**config.mk**
```make
export PLATFORM = sky130hd
export DESIGN_NAME = adc_spi_responder_flat
export DESIGN_NICKNAME = d
export VERILOG_FILES = /design/src/rtl/adc_spi_pkg.sv /design/src/rtl/adc_spi_responder_if.sv /design/src/rtl/sync_edge_det.sv /design/src/rtl/adc_spi_responder.sv /design/src/flat_wrapper.sv
export SDC_FILE = /design/constraint.sdc
export NUM_CORES = 1
export LEC_CHECK = 0
export ABC_AREA = 1
export CORE_MARGIN = 4
export CORE_UTILIZATION = 30
export DETAILED_ROUTE_END_ITERATION = 12
export HOLD_SLACK_MARGIN = 0.08
export PLACE_DENSITY_LB_ADDON = 0.12
export SYNTH_ARGS = -nofsm -noshare
export SYNTH_HDL_FRONTEND = slang
export SYNTH_SLANG_ARGS = --single-unit
```
**constraint.sdc**
```tcl
create_clock -name clk -period 2.7 [get_ports clk]
set_input_delay 0.27 -clock clk [delete_from_list [all_inputs] [get_ports clk]]
set_output_delay 0.27 -clock clk [all_outputs]
set_load 0.02 [all_outputs]
```
**src/rtl/adc_spi_pkg.sv**
```systemverilog
// Shared constants and state type for the ADC SPI responder and the matching master.
package adc_spi_pkg;

    localparam int ADC_DATA_W      = 12;
    localparam int ADC_ADDR_W      = 3;
    localparam int ADC_FRAME_BITS  = 16;
    localparam int ADC_LEAD_ZEROS  = 4;
    localparam int ADC_SYNC_STAGES = 2;

    // Index of the first SCLK rising edge that carries an address bit (ADD2).
    localparam int ADC_ADDR_FIRST  = 2;

    typedef enum logic [1:0] {
        IDLE   = 2'd0,
        LOAD   = 2'd1,
        ACTIVE = 2'd2
    } adc_state_e;

    // True when rising edge number k carries one of the channel address bits.
    function automatic bit in_addr_window(input int unsigned k);
        return (k >= ADC_ADDR_FIRST) && (k < ADC_ADDR_FIRST + ADC_ADDR_W);
    endfunction

endpackage

```
**src/rtl/adc_spi_responder_if.sv**
```systemverilog
// SPI pin bundle between the pedal's ADC master and the responder.
interface adc_spi_responder_if;

    logic cs_b;
    logic sclk;
    logic din;
    logic dout;
    logic dout_oe;

    modport master (
        output cs_b,
        output sclk,
        output din,
        input  dout,
        input  dout_oe
    );

    modport slave (
        input  cs_b,
        input  sclk,
        input  din,
        output dout,
        output dout_oe
    );

endinterface

```
**src/rtl/sync_edge_det.sv**
```systemverilog
// Multi-flop synchronizer for an asynchronous pin, with rise/fall pulses
// derived from the synchronized level (one clk wide each).
module sync_edge_det #(
    parameter int   SYNC_STAGES = 2,
    parameter logic RST_VAL     = 1'b0
) (
    input  logic clk,
    input  logic reset_n,
    input  logic d_i,
    output logic level_o,
    output logic rise_o,
    output logic fall_o
);

    logic [SYNC_STAGES-1:0] sync_q;
    logic                   prev_q;

    // Shift the pin through the synchronizer and keep the previous synced value.
    always_ff @(posedge clk or negedge reset_n) begin
        if (!reset_n) begin
            sync_q <= {SYNC_STAGES{RST_VAL}};
            prev_q <= RST_VAL;
        end else begin
            sync_q <= {sync_q[SYNC_STAGES-2:0], d_i};
            prev_q <= sync_q[SYNC_STAGES-1];
        end
    end

    assign level_o = sync_q[SYNC_STAGES-1];
    assign rise_o  = sync_q[SYNC_STAGES-1] & ~prev_q;
    assign fall_o  = ~sync_q[SYNC_STAGES-1] & prev_q;

endmodule

```
**src/rtl/adc_spi_responder.sv**
```systemverilog
// SPI slave emulating an 8-channel 12-bit serial ADC. Everything runs on clk;
// SPI pins are oversampled, so clk must be at least 8x SCLK.
//
// state  | meaning
// IDLE   | deselected, dout and dout_oe low, waiting for cs_b to fall
// LOAD   | one clk: capture sample_data for req_ch into the shift register
// ACTIVE | frame in progress; count SCLK rising edges, shift on falling edges
module adc_spi_responder
    import adc_spi_pkg::*;
#(
    parameter int DATA_W      = ADC_DATA_W,
    parameter int ADDR_W      = ADC_ADDR_W,
    parameter int FRAME_BITS  = ADC_FRAME_BITS,
    parameter int LEAD_ZEROS  = ADC_LEAD_ZEROS,
    parameter int SYNC_STAGES = ADC_SYNC_STAGES
) (
    input  logic              clk,
    input  logic              reset_n,
    adc_spi_responder_if.slave spi,
    output logic [ADDR_W-1:0] req_ch,
    input  logic [DATA_W-1:0] sample_data,
    output logic              frame_done,
    output logic              frame_abort,
    output logic [ADDR_W-1:0] addr_rx
);

    localparam int CNT_W = $clog2(FRAME_BITS + 1);
    localparam logic [CNT_W-1:0] LAST_EDGE = CNT_W'(FRAME_BITS - 1);
    // bit_cnt parks here once all rising edges of the frame have been seen.
    localparam logic [CNT_W-1:0] CNT_FULL  = CNT_W'(FRAME_BITS);

    logic cs_lvl, cs_rise, cs_fall;
    logic sclk_lvl, sclk_rise, sclk_fall;
    logic din_lvl, din_rise, din_fall;

    adc_state_e              state_q;
    logic [CNT_W-1:0]        bit_cnt_q;
    logic [FRAME_BITS-1:0]   shift_q;
    logic [ADDR_W-1:0]       addr_shift_q;
    logic [ADDR_W-1:0]       req_ch_q;
    logic [ADDR_W-1:0]       addr_rx_q;
    logic                    dout_oe_q;
    logic                    frame_done_q;
    logic                    frame_abort_q;

    // cs_b idles high, so its synchronizer resets high to avoid a false edge.
    sync_edge_det #(.SYNC_STAGES(SYNC_STAGES), .RST_VAL(1'b1)) u_sync_cs (
        .clk     (clk),
        .reset_n (reset_n),
        .d_i     (spi.cs_b),
        .level_o (cs_lvl),
        .rise_o  (cs_rise),
        .fall_o  (cs_fall)
    );

    sync_edge_det #(.SYNC_STAGES(SYNC_STAGES), .RST_VAL(1'b0)) u_sync_sclk (
        .clk     (clk),
        .reset_n (reset_n),
        .d_i     (spi.sclk),
        .level_o (sclk_lvl),
        .rise_o  (sclk_rise),
        .fall_o  (sclk_fall)
    );

    // din goes through the same depth as sclk so both are aligned at the edge.
    sync_edge_det #(.SYNC_STAGES(SYNC_STAGES), .RST_VAL(1'b0)) u_sync_din (
        .clk     (clk),
        .reset_n (reset_n),
        .d_i     (spi.din),
        .level_o (din_lvl),
        .rise_o  (din_rise),
        .fall_o  (din_fall)
    );

    logic unused_sync_taps;
    assign unused_sync_taps = sclk_lvl ^ din_rise ^ din_fall;

    // Frame sequencer: cs_b edges take priority over any SCLK edge in the same clk.
    always_ff @(posedge clk or negedge reset_n) begin
        if (!reset_n) begin
            state_q       <= IDLE;
            bit_cnt_q     <= '0;
            shift_q       <= '0;
            addr_shift_q  <= '0;
            req_ch_q      <= '0;
            addr_rx_q     <= '0;
            dout_oe_q     <= 1'b0;
            frame_done_q  <= 1'b0;
            frame_abort_q <= 1'b0;
        end else begin
            frame_done_q  <= 1'b0;
            frame_abort_q <= 1'b0;
            case (state_q)
                IDLE: begin
                    shift_q   <= '0;
                    dout_oe_q <= 1'b0;
                    bit_cnt_q <= '0;
                    if (cs_fall) begin
                        state_q <= LOAD;
                    end
                end

                LOAD: begin
                    bit_cnt_q <= '0;
                    if (cs_rise) begin
                        state_q   <= IDLE;
                        shift_q   <= '0;
                        dout_oe_q <= 1'b0;
                    end else begin
                        shift_q      <= {{LEAD_ZEROS{1'b0}}, sample_data};
                        addr_shift_q <= '0;
                        dout_oe_q    <= 1'b1;
                        state_q      <= ACTIVE;
                    end
                end

                ACTIVE: begin
                    if (cs_rise) begin
                        // Deselect part-way through the bit stream is an abort;
                        // req_ch/addr_rx keep their last completed values.
                        if (bit_cnt_q != '0 && bit_cnt_q != CNT_FULL) begin
                            frame_abort_q <= 1'b1;
                        end
                        state_q   <= IDLE;
                        shift_q   <= '0;
                        dout_oe_q <= 1'b0;
                        bit_cnt_q <= '0;
                    end else if (sclk_rise && bit_cnt_q < CNT_FULL) begin
                        if (in_addr_window(32'(bit_cnt_q))) begin
                            addr_shift_q <= {addr_shift_q[ADDR_W-2:0], din_lvl};
                        end
                        bit_cnt_q <= bit_cnt_q + 1'b1;
                        if (bit_cnt_q == LAST_EDGE) begin
                            frame_done_q <= 1'b1;
                            addr_rx_q    <= addr_shift_q;
                            req_ch_q     <= addr_shift_q;
                            // cs_b still low means back-to-back frames.
                            if (!cs_lvl) begin
                                state_q <= LOAD;
                            end
                        end
                    end else if (sclk_fall && bit_cnt_q != '0 && bit_cnt_q < CNT_FULL) begin
                        // Only falling edges that follow a rising edge of this
                        // frame advance the data; the first MSB is already out.
                        shift_q <= {shift_q[FRAME_BITS-2:0], 1'b0};
                    end
                end

                default: begin
                    state_q   <= IDLE;
                    shift_q   <= '0;
                    dout_oe_q <= 1'b0;
                    bit_cnt_q <= '0;
                end
            endcase
        end
    end

    assign spi.dout    = shift_q[FRAME_BITS-1];
    assign spi.dout_oe = dout_oe_q;
    assign req_ch      = req_ch_q;
    assign addr_rx     = addr_rx_q;
    assign frame_done  = frame_done_q;
    assign frame_abort = frame_abort_q;

endmodule

```
**src/flat_wrapper.sv**
```systemverilog
// flat-port wrapper written by rule: the top's interface ports become plain ports
module adc_spi_responder_flat import adc_spi_pkg::*;
#(
    parameter int DATA_W      = ADC_DATA_W,
    parameter int ADDR_W      = ADC_ADDR_W,
    parameter int FRAME_BITS  = ADC_FRAME_BITS,
    parameter int LEAD_ZEROS  = ADC_LEAD_ZEROS,
    parameter int SYNC_STAGES = ADC_SYNC_STAGES
)
  (clk, reset_n, req_ch, sample_data, frame_done, frame_abort, addr_rx, spi_cs_b, spi_sclk, spi_din, spi_dout, spi_dout_oe);
  adc_spi_responder_if spi_i ();
  input  logic clk;
  input  logic reset_n;
  output logic [ADDR_W-1:0] req_ch;
  input  logic [DATA_W-1:0] sample_data;
  output logic frame_done;
  output logic frame_abort;
  output logic [ADDR_W-1:0] addr_rx;
  input wire logic [$bits(spi_i.cs_b)-1:0] spi_cs_b;
  input wire logic [$bits(spi_i.sclk)-1:0] spi_sclk;
  input wire logic [$bits(spi_i.din)-1:0] spi_din;
  output wire logic [$bits(spi_i.dout)-1:0] spi_dout;
  output wire logic [$bits(spi_i.dout_oe)-1:0] spi_dout_oe;
  assign spi_i.cs_b = spi_cs_b;
  assign spi_i.sclk = spi_sclk;
  assign spi_i.din = spi_din;
  assign spi_dout = spi_i.dout;
  assign spi_dout_oe = spi_i.dout_oe;
  adc_spi_responder #(.DATA_W(DATA_W), .ADDR_W(ADDR_W), .FRAME_BITS(FRAME_BITS), .LEAD_ZEROS(LEAD_ZEROS), .SYNC_STAGES(SYNC_STAGES)) u_core (.clk(clk), .reset_n(reset_n), .spi(spi_i), .req_ch(req_ch), .sample_data(sample_data), .frame_done(frame_done), .frame_abort(frame_abort), .addr_rx(addr_rx));
endmodule
```
==> metrics.txt <==
Clock Latency Late Sink=290 ps; worst setup path category=reg2reg; Vias=1537; Final Setup Violations=0; R2R Path Start=u_core.state_q[0]; fill count=684; fin crit share=63.84%; die area=8159 sq um; Num CTS Buffers=5; antenna cell count=0; fin crit period=1724 ps; RSZ-0062 raised after global routing=no; crit path launch=u_core.state_q[0]; Reg2Reg Capture Point=u_core.shift_q[0]; Syn Area/Cell=8.689 sq um; Pleak=1.136 nW; Mapped Nets=259; FF-to-FF path depth=8; final hold slack=115.1 ps; Std-Cell Rows=29; Critical Path Source Type=register; cts repair resizes=0; top_reg_cell synth=dfrtp_1; mapped cell area=2033 sq um; Vert. Die Dim=90.33 um; layout cell share with drive strength beyond 1=12.02%; Hold-fix buffers, CTS=0; Critical Path RT=2910 ps; # DRC=0; Initial Utilization=31.48%; Via-to-Cell Ratio=4.588; Peak VDD IR=0.2394 mV; Die Span X=90.33 um; vias in the first global route=1547; FF-to-FF setup slack=980 ps; maxcap violations=0; power per cell area=667.0 nW/um^2; Port Buffers=26; Slew Viols, Final=0; Nets=282; largest net degree at the start of global routing=41; First DRT Iteration DRCs=36; initial antenna violation count=0; Global Route Usage Sum=10.71%; sequential area share after synthesis=49.42%; DP Wirelength=2.767 mm; core footprint=6459 sq um; # IOs=27; overall routed net length=3.984 mm; Worst Path Arrival=1940 ps; CTS H-Tree Depth=2; CP Capture Type=register; Pre-antenna DRT Iters=4; post-DR wirelength/cell=11.89 um; post-route ant nets=0; Max Root-Sink Buffers=2; outcome=complete, no violations; relative slew slack=37.96%; number of synthesized flops with an enable pin=0; slew of the pin with the lowest slew margin=930.7 ps; Fin. Hold Viols=0; Inst Count DP=327; Synth Register Bits=40; total grt overflow=0; CTS root buf=clkbuf_8; CTS tree=built; Hold Crit Class=in2async; FFs w/ async S/R, synth=100.0%; Fmax achieved=0.5801 GHz; Worst-path clk slew=80 ps; P&R area growth vs syn=17.42%; Post CTS Setup Buffer Count=0; post-synthesis cell count=234; first-pass GRT wire length=7.182 mm; GPL Wtd Cong=0.7357; Syn. warnings=0; setup TNS=0 ps; number of non-filler instances in the completed layout=335; Max Fanout on Critical Path=18; clk sinks=40; post-synth cell types=28; Setup Skew=7.945 ps
==> cell usage in the layout, fill, tap and decap left out, types with 2 or more instances in the layout <==
cell type | netlist | routed
nand2_1 | 59 | 59
dfrtp_1 | 37 | 37
inv_1 | 25 | 25
clkdlybuf4s50_1 | 0 | 25
nand3_1 | 16 | 16
o21ai_0 | 15 | 15
nor2_1 | 13 | 13
o21ai_1 | 13 | 13
ha_1 | 8 | 8
nand2_2 | 6 | 6
clkbuf_8 | 0 | 6
inv_2 | 5 | 5
nor3_1 | 4 | 4
nand4_1 | 4 | 4
a21oi_1 | 4 | 4
nand3_2 | 3 | 3
dfstp_2 | 3 | 3
nand2_4 | 2 | 2
clkbuf_1 | 1 | 2
==> critical path, stage by stage (launching register included) <==
cell and delay (ps):
dfrtp_1 420, inv_1 90, ha_1 410, nand2_8 130, inv_6 180, nand2_4 140, inv_1 140, nand2_1 60
o21ai_1 70
==> cells by family after synthesis <==
kind of cell / after synthesis / synth area share, %
compound gates: 32 / 7.877
fa+ha+maj: 8 / 4.923
buf+inv: 41 / 10.28
flops: 40 / 49.42
simple gates: 113 / 27.51
==> cells in the mapped netlist (2+ instances only) <==
cell     count  area (sq um)
nand3_1     16         80.08
o21ai_1     13         65.06
inv_2        5         18.77
dfrtp_1     37         925.9
dfstp_2      3         78.83
nand3_2      3         30.03
inv_1       25         93.84
nand4_1      4         25.02
a21oi_1      4         20.02
o21ai_0     15         75.07
nor3_1       4         20.02
buf_4        4         30.03
buf_6        3         33.78
nand2_4      2         22.52
nand2_2      6         37.54
ha_1         8         100.1
nor2_1      13         48.80
nand2_1     59         221.5
==> routing by layer <==
layer	global-route usage, %	part of all wire, %	vias up
li1	-	-	789
met1	13.20	48	704
met2	18.23	45	37
met3	2.833	5.0	7
met4	3.444	1.3	0
met5	0	0	-
==> cell type report <==
type / count / area, sq um / share of cell area (%)
well taps: 77 / 96.34 / 4.036
multi-input cells: 153 / 819.5 / 34.33
inverters: 31 / 121.4 / 5.084
repair buffers: 26 / 255.2 / 10.69
flip-flops and latches: 40 / 1005 / 42.09
clock buffers: 8 / 90.09 / 3.774
==> worst max path at each step <==
stage,endpoint,slack [ps],depth (start not counted)
floorplan,u_core.state_q[0],1230,9
global placement,u_core.shift_q[8],970,7
detailed placement,u_core.shift_q[8],960,7
CTS,u_core.shift_q[0],940,8
global route,u_core.shift_q[0],770,8
finish,u_core.shift_q[0],980,8
==> metrics by stage <==
step / setup slack, ps / utilization (%) / instance area (sq um) / total power, mW
after floorplan: 1232 / - / 2033 / 1.094
after global placement: 972.9 / 35.57 / 2297 / 1.201
after detailed placement: 962.4 / 35.57 / 2297 / 1.198
after CTS: 935.1 / 36.96 / 2387 / 1.616
after global routing: 771.3 / 36.96 / 2387 / 1.718
final: 976.2 / 36.96 / 2387 / 1.592
==> where the power goes <==
group          switching (mW)  internal (mW)
Sequential             0.0384          0.671
Clock                   0.204          0.209
Combinational           0.318          0.152
==> flip-flops by register name (all words and copies together) (netlist names) <==
register                   count
u_core.u_sync_cs.sync_q        2
u_core.bit_cnt_q               5
u_core.addr_shift_q            3
u_core.req_ch                  3
u_core.u_sync_cs.prev_q        1
u_core.u_sync_din.sync_q       2
u_core.u_sync_sclk.sync_q      2
u_core.shift_q                16
u_core.u_sync_sclk.prev_q      1
u_core.state_q                 2
u_core.frame_abort             1
u_core.frame_done              1
u_core.spi.dout_oe             1
Note: power is estimated with default switching activity, not from simulation.
